**src/rtl/ag32gbd_line_capture.sv**
```systemverilog
// Camera line capture: buffers the pixel stream in a small FIFO and feeds the
// double-buffered BRAM controller's edge-triggered write port, flipping buffers per line.
module ag32gbd_line_capture #(
  parameter int unsigned LINE_PIXELS = 128,
  parameter int unsigned FIFO_DEPTH  = 8,
  parameter int unsigned REQ_HIGH    = 3,
  parameter int unsigned REQ_LOW     = 2,
  parameter int unsigned FLIP_SETTLE = 12
) (
  input  logic       sys_clock,
  input  logic       reset,
  input  logic       line_start,
  input  logic       pix_valid,
  input  logic [7:0] pix_data,
  output logic [7:0] BufferWriteData,
  output logic [9:0] BufferWriteOffset,
  output logic       RequestWriteBuffer,
  output logic       FlipBuffer,
  output logic       line_done,
  output logic       overflow,
  output logic       line_lost,
  output logic       busy
);

  localparam int unsigned PtrW   = $clog2(FIFO_DEPTH);
  localparam int unsigned CntMax = (FLIP_SETTLE > REQ_HIGH) ?
                                   ((FLIP_SETTLE > REQ_LOW) ? FLIP_SETTLE : REQ_LOW) :
                                   ((REQ_HIGH > REQ_LOW) ? REQ_HIGH : REQ_LOW);
  localparam int unsigned CntW   = $clog2(CntMax + 1);

  // Index LINE_PIXELS means "line complete": further pixels are ignored.
  localparam logic [8:0] EndIdx  = 9'(LINE_PIXELS);
  localparam logic [8:0] LastIdx = 9'(LINE_PIXELS - 1);

  localparam logic [PtrW:0]   FullCount = (PtrW + 1)'(FIFO_DEPTH);
  localparam logic [CntW-1:0] ReqHiEnd  = CntW'(REQ_HIGH - 1);
  localparam logic [CntW-1:0] ReqLoEnd  = CntW'(REQ_LOW - 1);
  localparam logic [CntW-1:0] SettleEnd = CntW'(FLIP_SETTLE - 1);

  typedef struct packed {
    logic [7:0] data;
    logic [7:0] idx;
    logic       last;
  } entryT;

  typedef enum logic [1:0] {StIdle, StReq, StGap, StFlip} stateE;

  // Pixel intake
  logic [8:0]      idxQ, idxD, curIdx;
  logic            inRange, isLast, full, empty;
  logic            push, pop, dropPix, lineCut;
  logic            overflowQ, lineLostQ;
  entryT           newEntry, headEntry;
  entryT           fifoMem [FIFO_DEPTH];
  logic [PtrW-1:0] wrPtrQ, rdPtrQ;
  logic [PtrW:0]   countQ;

  always_comb begin
    curIdx   = line_start ? 9'd0 : idxQ;
    inRange  = curIdx < EndIdx;
    isLast   = curIdx == LastIdx;
    full     = countQ == FullCount;
    empty    = countQ == '0;
    push     = pix_valid && inRange && !full;
    dropPix  = pix_valid && inRange && full;
    // A new line while the old one is still partial means the old one never flips.
    lineCut  = line_start && (idxQ != 9'd0) && (idxQ != EndIdx);
    newEntry = '{data: pix_data, idx: curIdx[7:0], last: isLast};
    idxD     = idxQ;
    if (line_start) begin
      idxD = 9'd0;
    end
    if (pix_valid && inRange) begin
      idxD = curIdx + 9'd1;
    end
  end

  assign headEntry = fifoMem[rdPtrQ];

  always_ff @(posedge sys_clock) begin
    if (push) begin
      fifoMem[wrPtrQ] <= newEntry;
    end
  end

  always_ff @(posedge sys_clock) begin
    if (reset) begin
      idxQ      <= '0;
      wrPtrQ    <= '0;
      rdPtrQ    <= '0;
      countQ    <= '0;
      overflowQ <= 1'b0;
      lineLostQ <= 1'b0;
    end else begin
      idxQ      <= idxD;
      overflowQ <= overflowQ | dropPix;
      lineLostQ <= lineLostQ | (dropPix & isLast) | lineCut;
      if (push) begin
        wrPtrQ <= wrPtrQ + PtrW'(1);
      end
      if (pop) begin
        rdPtrQ <= rdPtrQ + PtrW'(1);
      end
      unique case ({push, pop})
        2'b10:   countQ <= countQ + (PtrW + 1)'(1);
        2'b01:   countQ <= countQ - (PtrW + 1)'(1);
        default: countQ <= countQ;
      endcase
    end
  end

  // Write FSM
  stateE           stateQ, stateD;
  logic [CntW-1:0] cntQ, cntD;
  logic            flipQ, flipD;
  logic            reqQ, doneQ, lastQ;
  logic [7:0]      dataQ;
  logic [9:0]      offsetQ;

  always_comb begin
    stateD = stateQ;
    cntD   = cntQ;
    flipD  = flipQ;
    pop    = 1'b0;
    unique case (stateQ)
      StIdle: begin
        if (!empty) begin
          pop    = 1'b1;
          stateD = StReq;
          cntD   = '0;
        end
      end
      StReq: begin
        if (cntQ == ReqHiEnd) begin
          stateD = StGap;
          cntD   = '0;
        end else begin
          cntD = cntQ + CntW'(1);
        end
      end
      StGap: begin
        if (cntQ == ReqLoEnd) begin
          cntD = '0;
          if (lastQ) begin
            flipD  = ~flipQ;
            stateD = StFlip;
          end else begin
            stateD = StIdle;
          end
        end else begin
          cntD = cntQ + CntW'(1);
        end
      end
      StFlip: begin
        // Nothing pops here so the next line lands in the freshly selected buffer.
        if (cntQ == SettleEnd) begin
          stateD = StIdle;
          cntD   = '0;
        end else begin
          cntD = cntQ + CntW'(1);
        end
      end
      default: begin
        stateD = StIdle;
        cntD   = '0;
      end
    endcase
  end

  always_ff @(posedge sys_clock) begin
    if (reset) begin
      stateQ  <= StIdle;
      cntQ    <= '0;
      flipQ   <= 1'b0;
      reqQ    <= 1'b0;
      doneQ   <= 1'b0;
      lastQ   <= 1'b0;
      dataQ   <= '0;
      offsetQ <= '0;
    end else begin
      stateQ <= stateD;
      cntQ   <= cntD;
      flipQ  <= flipD;
      reqQ   <= stateD == StReq;
      doneQ  <= (stateD == StFlip) && (cntD == SettleEnd);
      if (pop) begin
        dataQ   <= headEntry.data;
        offsetQ <= {2'b00, headEntry.idx};
        lastQ   <= headEntry.last;
      end
    end
  end

  assign BufferWriteData    = dataQ;
  assign BufferWriteOffset  = offsetQ;
  assign RequestWriteBuffer = reqQ;
  assign FlipBuffer         = flipQ;
  assign line_done          = doneQ;
  assign overflow           = overflowQ;
  assign line_lost          = lineLostQ;
  assign busy               = !empty || (stateQ != StIdle);

endmodule

```
**config.mk**
```make
export PLATFORM = sky130hd
export DESIGN_NAME = ag32gbd_line_capture
export DESIGN_NICKNAME = d
export VERILOG_FILES = /design/src/rtl/ag32gbd_line_capture.sv
export SDC_FILE = /design/constraint.sdc
export NUM_CORES = 1
export LEC_CHECK = 0
export CORE_MARGIN = 2
export CORE_UTILIZATION = 45
export CTS_BUF_LIST = sky130_fd_sc_hd__clkbuf_4
export DETAILED_ROUTE_END_ITERATION = 6
export PLACE_DENSITY = 0.63
export SLEW_MARGIN = 40
export SYNTH_ARGS = -nofsm -noshare
export SYNTH_HDL_FRONTEND = slang
export SYNTH_SLANG_ARGS = --single-unit
```
**constraint.sdc**
```tcl
create_clock -name sys_clock -period 8.96 [get_ports sys_clock]
set_clock_uncertainty 0.05 [all_clocks]
set_input_delay 1.792 -clock sys_clock [delete_from_list [all_inputs] [get_ports sys_clock]]
set_output_delay 1.792 -clock sys_clock [all_outputs]
set_load 0.02 [all_outputs]
```
==> results of run 1 <==
metal layers:
| layer | wire length [µm] | vias up | global-route usage (%) |
|---|---|---|---|
| li1 | - | 1789 | - |
| met2 | 6740 | 73 | 27.9 |
| met4 | 204 | 0 | 6.58 |
| met5 | 0 | - | 0 |
| met1 | 6090 | 1925 | 21.6 |
| met3 | 488 | 17 | 4.32 |
state kept, by name, summed over array words and instances (netlist names):
name	count
BufferWriteData	8
overflow	1
rdPtrQ	3
cntQ	4
stateQ	2
idxQ	9
FlipBuffer	1
fifoMem	136
line_lost	1
line_done	1
BufferWriteOffset	8
RequestWriteBuffer	1
countQ	4
lastQ	1
wrPtrQ	3
area by class of cell:
| class | instances | share of cell area [%] |
|---|---|---|
| Inverter | 5 | 0.229 |
| Clock buffer | 19 | 1.74 |
| Sequential cell | 183 | 61.4 |
| Clock inverter | 13 | 1.76 |
| Multi-Input combinational cell | 234 | 26.5 |
| Timing Repair Buffer | 45 | 5.10 |
| Tap cell | 216 | 3.30 |
| Antenna cell | 1 | 0.0306 |
worst register-to-register path, cell delays in order (launching register included):
cell and delay, ns:
dfxtp_1 0.52, nor4_4 0.10, nor3_4 0.48, ha_1 0.37
xor2_1 0.19, ha_1 0.16, a21oi_1 0.05, xor2_1 0.16
or3_1 0.31, a21oi_1 0.14
worst max-delay path by stage:
stage | depth (start not counted) | endpoint | startpoint | slack (ns)
after floorplan | 4 | fifoMem[0][0] | line_start | 4.86
after global placement | 6 | fifoMem[2][11] | line_start | 4.35
after detailed placement | 6 | fifoMem[2][15] | line_start | 4.22
after CTS | 4 | busy | countQ[0] | 4.70
after global routing | 4 | busy | countQ[0] | 4.55
final | 4 | busy | countQ[0] | 4.79
metrics by stage:
step	utilization [%]	setup slack, ns	std cells	total power [mW]
global route	51.5	4.55	716	2.18
floorplan	-	4.86	445	1.47
CTS	51.5	4.70	715	2.09
global placement	49.6	4.35	683	1.62
detailed placement	49.7	4.22	683	1.63
finish	51.5	4.79	716	2.06
logic make-up (layout without fill, tap and decap cells):
kind of cell	Yosys count	count (layout)	synth area share, %
xor gates and xnor gates	15	15	1.80
muxes	54	54	13.2
DFF	183	183	68.7
other	1	3	0.0512
buffers and inverters	28	82	2.19
AOI/OAI and AO/OA	49	49	4.98
and+or+nand+nor	105	105	7.59
adders and majority gates	9	9	1.54
synth_stat cells (5+ instances only):
cell type	instances	area share, %
ha_1	9	1.5
a211oi_1	17	1.7
nor3_1	5	0.34
clkbuf_1	6	0.31
buf_2	7	0.48
nand3_1	6	0.41
mux2i_1	20	2.7
nand2_1	14	0.72
xor2_1	10	1.2
dfxtp_1	47	13
a21oi_1	10	0.68
o21ai_0	6	0.41
nor2b_1	10	0.85
nand2b_1	5	0.43
inv_1	5	0.26
edfxtp_1	136	56
nor2_1	45	2.3
xnor2_1	5	0.60
mux4_2	34	10
power by group through the flow:
stage                     Clock [mW]  Combinational [mW]  Sequential, mW
after floorplan                    0               0.403            1.07
after global placement             0               0.564            1.06
after detailed placement           0               0.574            1.06
after CTS                      0.472               0.576            1.04
after global routing           0.507               0.625            1.05
final                          0.452               0.566            1.04
==> flow_summary.json, run 1 <==
{
  "peakVddDrop_mv": 0.141,
  "yosysWarningCount": 0,
  "grt_max_degree": 46,
  "seqPwrFrac_pct": 50.5,
  "layout_worst_path_cycle_share_pct": 46.5,
  "antenna_found_initial": 1,
  "gp_congestion": 0.742,
  "grt_use_total_pct": 16.9,
  "die-area_um2": 17300,
  "power.leakage_nw": 2.64,
  "cts_root_buf": "clkbuf_4",
  "slowest_stage": "clkdlybuf4s50_1",
  "worst-path-max-fanout": 7,
  "fin_area_um2": 8190,
  "cts_sinks": 183,
  "holdWs_ns": 0.440,
  "vias_per_cell": 5.31,
  "synthCells": 444,
  "power.switching_mw": 0.632,
  "yosysSeqAreaShare_pct": 68.7,
  "ctsHoldBuffers": 0,
  "path_class": "reg -> out",
  "h-tree-depth": 4,
  "holdPathEnd": "overflow",
  "p_comb_share_pct": 27.5,
  "routed_wl_um": 13500,
  "crit_family": "simple AND/OR/NAND/NOR gates",
  "ys_types": 50,
  "fillerInstances": 1368,
  "ctsResizeCount": 0,
  "synth_area_um2": 7320,
  "tns_ns": 0,
  "slew_viol_final": 0,
  "intPower_mw": 1.42,
  "port_buffers": 33,
  "critPathMaxStageDelay_ns": 0.54,
  "rsz0062_at_grt": "no",
  "drc": 0,
  "num_vias": 3804,
  "cts_made_buffers": 17,
  "io_pins": 36,
  "layout_common_cells": "edfxtp_1 (136), dfxtp_1 (46), nor2_1 (43)",
  "wire_per_inst_um": 18.9,
  "reg2reg_to": "countQ[2]",
  "min_from": "overflow",
  "rr_worst_depth": 9,
  "min_period_ns": 4.17,
  "grt_pass1_wl_um": 21900,
  "critPathCaptureType": "primary output",
  "ant_nets": 0,
  "regArea_um2": 5030,
  "fp-row-count": 46,
  "maxSlewHeadroom_pct": 51.8,
  "clock.fmax_mhz": 240,
  "synthArstFlopShare_pct": 0,
  "cap_violations": 0,
  "hold_depth": 2,
  "mostFrequentLayoutCell": "edfxtp_1",
  "worst_pin_slew_ns": 0.721,
  "grt_overflow": 0,
  "p_sw_share_pct": 30.8,
  "die_width_um": 132,
  "clk_latency_ns": 0.57,
  "grt_pass1_vias": 3906,
  "detailedRoute.firstPassIterationCount": 4,
  "outcome": "complete, no violations",
  "cp_num_buf_inv": 2,
  "core_area_um2": 15900,
  "nNetsFinal": 507,
  "crit_required_ns": 7.12,
  "arrival_ns": 2.33,
  "hold_violations": 0,
  "finalSetupViolCount": 0,
  "synth-edff-count": 136,
  "initial_core_util_pct": 46.1,
  "synthFlopType": "edfxtp_1",
  "critPathLaunchType": "register",
  "pwr-share-clk_pct": 22.0,
  "ys_seq_elements": 183,
  "drive_gt1_share_pct": 19.0,
  "synthToLayoutAreaGrowth_pct": 11.9,
  "power_density_nw_per_um2": 251,
  "min_path_type": "reg -> reg",
  "r2r_start": "countQ[1]",
  "postCtsSetupBuffers": 0,
  "cts_tree": "built",
  "syn_area_per_cell_um2": 16.5,
  "cp_cell_sequence": "nor4_4, nor3b_4, inv_1, clkdlybuf4s50_1",
  "dpl_cell_area_um2": 7890,
  "drtIter0Drc": 327,
  "clk_pin_slew_ns": 0.14,
  "die_h_um": 132,
  "dp_hpwl_um": 8380,
  "multiInputGateArea_um2": 2170,
  "clockBufferDepth": 2,
  "r2r_slack_ns": 6.37
}
Power figures use the tool's default switching activity.
==> run 2: changes to the inputs <==
==> constraint.sdc (replaced) <==
create_clock -name sys_clock -period 3.9 [get_ports sys_clock]
set_clock_uncertainty 0.05 [all_clocks]
set_input_delay 0.78 -clock sys_clock [delete_from_list [all_inputs] [get_ports sys_clock]]
set_output_delay 0.78 -clock sys_clock [all_outputs]
set_load 0.02 [all_outputs]
==> run 2 against run 1 <==
Critical path depth unchanged. Cell area increased by 1.1%. Final cell count increased by 1.1%. Register-to-register slack got worse by 5.0 ns. Hold slack improved by 0.0062 ns. Non-clock buffer count increased by 8. Via count decreased by 0.53%. Flip-flop and latch count unchanged. Sequential power increased by 130%. Critical path type unchanged. Largest cell class unchanged. Highest routed layer unchanged.
==> flow_summary.json, run 2 (synthesized netlist as in run 1, its figures left out) <==
{
  "worst-path-max-fanout": 7,
  "slowest_stage": "clkdlybuf4s50_1",
  "grt_use_total_pct": 16.2,
  "nNetsFinal": 515,
  "pwr-share-clk_pct": 24.0,
  "cap_violations": 0,
  "power.switching_mw": 1.45,
  "core_area_um2": 15900,
  "r2r_slack_ns": 1.37,
  "fillerInstances": 1350,
  "r2r_start": "idxQ[8]",
  "regArea_um2": 5030,
  "maxSlewHeadroom_pct": 49.7,
  "finalSetupViolCount": 0,
  "slew_viol_final": 0,
  "die-area_um2": 17300,
  "synthToLayoutAreaGrowth_pct": 13.1,
  "power_density_nw_per_um2": 586,
  "peakVddDrop_mv": 0.258,
  "layout_common_cells": "edfxtp_1 (136), dfxtp_1 (46), nor2_1 (45)",
  "hold_depth": 2,
  "rsz0062_at_grt": "no",
  "crit_required_ns": 3.07,
  "hold_violations": 0,
  "min_path_type": "reg -> reg",
  "cts_made_buffers": 17,
  "critPathMaxStageDelay_ns": 0.54,
  "wire_per_inst_um": 18.2,
  "worst_pin_slew_ns": 0.755,
  "vias_per_cell": 5.23,
  "intPower_mw": 3.41,
  "reg.largest.list": "fifoMem x136, idxQ x9",
  "drc": 0,
  "routed_wl_um": 13200,
  "clock.fmax_mhz": 322,
  "critPathCaptureType": "primary output",
  "postCtsSetupBuffers": 0,
  "die_width_um": 132,
  "detailedRoute.firstPassIterationCount": 5,
  "multiInputGateArea_um2": 2150,
  "ctsResizeCount": 0,
  "outcome": "complete, no violations",
  "ant_nets": 0,
  "grt_overflow": 0,
  "antenna_found_initial": 1,
  "holdPathEnd": "overflow",
  "seqPwrFrac_pct": 49.3,
  "ctsHoldBuffers": 0,
  "tns_ns": 0,
  "cts_root_buf": "clkbuf_4",
  "mostFrequentLayoutCell": "edfxtp_1",
  "final_util_pct": 52.1,
  "initial_core_util_pct": 46.1,
  "critPathLaunchType": "register",
  "grt_max_degree": 37,
  "gp_congestion": 0.753,
  "p_sw_share_pct": 29.8,
  "h-tree-depth": 4,
  "cp_cell_sequence": "nor4_4, nor3b_4, inv_1, clkdlybuf4s50_1",
  "top_register": "fifoMem",
  "min_period_ns": 3.10,
  "port_buffers": 33,
  "min_from": "overflow",
  "cts_tree": "built",
  "cts_sinks": 183,
  "grt_pass1_wl_um": 21200,
  "drtIter0Drc": 289,
  "largest_reg_flops": 136,
  "arrival_ns": 2.27,
  "dp_hpwl_um": 7930,
  "die_h_um": 132,
  "drive_gt1_share_pct": 19.9,
  "io_pins": 36,
  "p_comb_share_pct": 26.7,
  "rr_worst_depth": 10,
  "clk_latency_ns": 0.56,
  "clockBufferDepth": 2,
  "num_vias": 3784,
  "path_class": "reg -> out",
  "grt_pass1_vias": 3934,
  "reg2reg_to": "countQ[2]",
  "fp-row-count": 46,
  "layout_worst_path_cycle_share_pct": 79.5,
  "power.leakage_nw": 2.71,
  "clk_pin_slew_ns": 0.14
}
[run 2: power groups by stage]
| stage | Clock, mW | Sequential [mW] | Combinational, mW |
|---|---|---|---|
| 2_1_floorplan | 0 | 2.45 | 0.926 |
| 3_5_place_dp | 0 | 2.44 | 1.31 |
| 4_1_cts | 1.19 | 2.40 | 1.32 |
| 6_report | 1.16 | 2.39 | 1.30 |
| 5_1_grt | 1.26 | 2.42 | 1.43 |
| 3_3_place_gp | 0 | 2.44 | 1.29 |
[run 2: stage by stage]
stage | hold slack (ns) | instance area (µm²) | setup WS (ns) | cells | power, mW
after floorplan | 0.412 | 7320 | 0.812 | 445 | 3.38
after global placement | 0.410 | 7940 | 0.782 | 691 | 3.73
after detailed placement | 0.424 | 7940 | 0.725 | 691 | 3.75
after CTS | 0.455 | 8270 | 0.726 | 723 | 4.91
after global routing | 0.479 | 8280 | 0.640 | 724 | 5.11
final | 0.446 | 8280 | 0.798 | 724 | 4.85
[run 2: routing by layer]
layer  global-route usage, %  routed length (µm)  vias to the layer above
met1                    21.1                5700                     1889
met2                    27.0                6750                       80
li1                        -                   -                     1809
met3                    3.74                 625                        6
met4                    5.43                 105                        0
met5                       0                   0                        -
[run 2: critical path, delay by kind of cell, from the launching register on]
family | cells | cell delay (ns)
simple gates | 2 | 0.69
buf+inv | 2 | 0.61
flops | 1 | 0.42
[run 2: worst max-delay path by stage]
stage | cells after the start | startpoint | endpoint | slack, ns
final | 4 | countQ[0] | busy | 0.80
after floorplan | 4 | line_start | fifoMem[0][0] | 0.81
after global placement | 10 | line_start | countQ[2] | 0.78
after CTS | 4 | countQ[0] | busy | 0.73
after detailed placement | 10 | pix_valid | countQ[2] | 0.73
after global routing | 4 | countQ[0] | busy | 0.64
[run 2: cell type report]
cell class	instances	share of cell area, %
diodes	1	0.0302
clock buffers	18	1.63
clock inverters	14	2.36
inverters	5	0.227
multi-input cells	234	26.0
flip-flops and latches	183	60.7
well taps	216	3.27
repair buffers	53	5.75
==> run 3: changes to the inputs <==
==> constraint.sdc (replaced) <==
create_clock -name sys_clock -period 3.2 [get_ports sys_clock]
set_clock_uncertainty 0.05 [all_clocks]
set_input_delay 0.64 -clock sys_clock [delete_from_list [all_inputs] [get_ports sys_clock]]
set_output_delay 0.64 -clock sys_clock [all_outputs]
set_load 0.02 [all_outputs]
==> run 3 against run 2 <==
Cell area down 0.11%. Global-route usage decreased by 0.12 points. Hold slack better by 0.0023 ns. Critical path depth stayed put. Highest routed layer unchanged. Sequential power up 21%. Die area unchanged. First-iteration DRC count shrank 11%.
==> flow_summary.json, run 3 (synthesized netlist as in run 1, its figures left out) <==
{
  "mostFrequentLayoutCell": "edfxtp_1",
  "ctsResizeCount": 0,
  "clk_pin_slew_ns": 0.13,
  "clk_latency_ns": 0.56,
  "dp_hpwl_um": 8000,
  "wl_met2_um": 6410,
  "layout_common_cells": "edfxtp_1 (136), dfxtp_1 (46), nor2_1 (45)",
  "ctsHoldBuffers": 0,
  "routed_wl_um": 13100,
  "vias_per_cell": 5.29,
  "worst_pin_slew_ns": 0.658,
  "fp-row-count": 46,
  "die-area_um2": 17300,
  "arrival_ns": 2.30,
  "r2r_start": "countQ[0]",
  "clockBufferDepth": 2,
  "critPathMaxStageDelay_ns": 0.54,
  "die_h_um": 132,
  "detailedRoute.firstPassIterationCount": 4,
  "wire_per_inst_um": 18.0,
  "routed.top_layer": "met4",
  "path_class": "reg -> out",
  "drive_gt1_share_pct": 19.7,
  "grt_pass1_wl_um": 20900,
  "top_register": "fifoMem",
  "layout_worst_path_cycle_share_pct": 93.5,
  "critPathLaunchType": "register",
  "tns_ns": 0,
  "cts_root_buf": "clkbuf_4",
  "maxSlewHeadroom_pct": 56.0,
  "cts_made_buffers": 17,
  "drc": 0,
  "fillerInstances": 1347,
  "cp-startpoint": "countQ[0]",
  "slew_viol_final": 0,
  "port_buffers": 33,
  "pre_cts_ws_ns": 0.352,
  "finalSetupViolCount": 0,
  "multiInputGateArea_um2": 2150,
  "peakVddDrop_mv": 0.308,
  "slowest_stage": "clkdlybuf4s50_1",
  "cp_cell_sequence": "nor4_4, nor3b_4, inv_1, clkdlybuf4s50_1",
  "setup_ws_ns": 0.208,
  "hold_violations": 0,
  "power_density_nw_per_um2": 705,
  "h-tree-depth": 4,
  "rsz0062_at_grt": "no",
  "grt_overflow": 0,
  "core_area_um2": 15900,
  "min_path_type": "reg -> reg",
  "cap_violations": 0,
  "clock.fmax_mhz": 334,
  "regArea_um2": 5030,
  "reg.largest.list": "fifoMem x136, idxQ x9",
  "initial_core_util_pct": 46.1,
  "cts_sinks": 183,
  "postCtsSetupBuffers": 0,
  "grt_use_total_pct": 16.1,
  "crit_required_ns": 2.51,
  "grt_pass1_vias": 3903,
  "io_pins": 36,
  "num_vias": 3836,
  "gp_congestion": 0.777,
  "synthToLayoutAreaGrowth_pct": 13.0,
  "grt_max_degree": 37,
  "largest_reg_flops": 136,
  "min_from": "overflow",
  "outcome": "complete, no violations",
  "drtIter0Drc": 258,
  "cts_tree": "built",
  "worst-path-max-fanout": 7,
  "power.leakage_nw": 2.70,
  "antenna_found_initial": 1,
  "wl_met3_um": 525,
  "die_width_um": 132,
  "critPathCaptureType": "primary output",
  "min_period_ns": 2.99,
  "ant_nets": 0,
  "nNetsFinal": 516,
  "m1WireLength_um": 5860
}
-- run 3: cell types whose count changed in the layout (fill, tap and decap cells not counted) --
| cell | before | now |
|---|---|---|
| buf_12 | 0 | 1 |
| bufinv_16 | 4 | 3 |
| clkbuf_4 | 18 | 17 |
| clkinv_1 | 0 | 2 |
| clkinv_2 | 4 | 3 |
| clkinv_4 | 2 | 1 |
| clkinvlp_4 | 0 | 2 |
-- run 3: final cells by class --
type                       instances  area share [%]
antenna                            1          0.0303
tap                              216            3.27
inverter                           5           0.227
multi-input combinational        234            26.0
sequential                       183            60.8
clock inverter                    15            2.10
clock buffer                      17            1.54
timing repair buffer              54            5.99
-- run 3: power breakdown --
group | switching (mW) | internal [mW] | total, mW
Sequential | 0.151 | 2.75 | 2.90
Combinational | 0.825 | 0.770 | 1.60
Clock | 0.782 | 0.546 | 1.33
Total | 1.76 | 4.07 | 5.82
-- run 3: path summary, 6_finish.rpt --
| kind | to | slack, ns | cells past startpoint |
|---|---|---|---|
| worst max-delay path | busy | 0.21 | 4 |
| worst min-delay path | overflow | 0.45 | 2 |
| worst max register to register | countQ[2] | 0.81 | 10 |
| worst min register to register | overflow | 0.45 | 2 |
-- run 3: worst max-delay path: cells and delay by family (launching register included) --
| family | cells | cell delay [ns] |
|---|---|---|
| buffers and inverters | 2 | 0.61 |
| and+or+nand+nor | 2 | 0.73 |
| DFF | 1 | 0.42 |
-- run 3: through the flow --
stage / hold slack, ns / util, % / total power [mW] / cell area [µm²] / cells
after floorplan: 0.412 / - / 4.12 / 7320 / 445
after global placement: 0.409 / 50.1 / 4.55 / 7960 / 692
after detailed placement: 0.426 / 50.1 / 4.58 / 7960 / 692
after CTS: 0.413 / 52.0 / 5.91 / 8260 / 724
after global routing: 0.439 / 52.0 / 6.16 / 8270 / 725
final: 0.448 / 52.0 / 5.82 / 8270 / 725
-- run 3: metal layers --
metal | global-route usage, % | vias up
met1 | 20.7 | 1930
met4 | 6.52 | 0
met3 | 3.86 | 22
met5 | 0 | -
li1 | - | 1814
met2 | 26.3 | 70
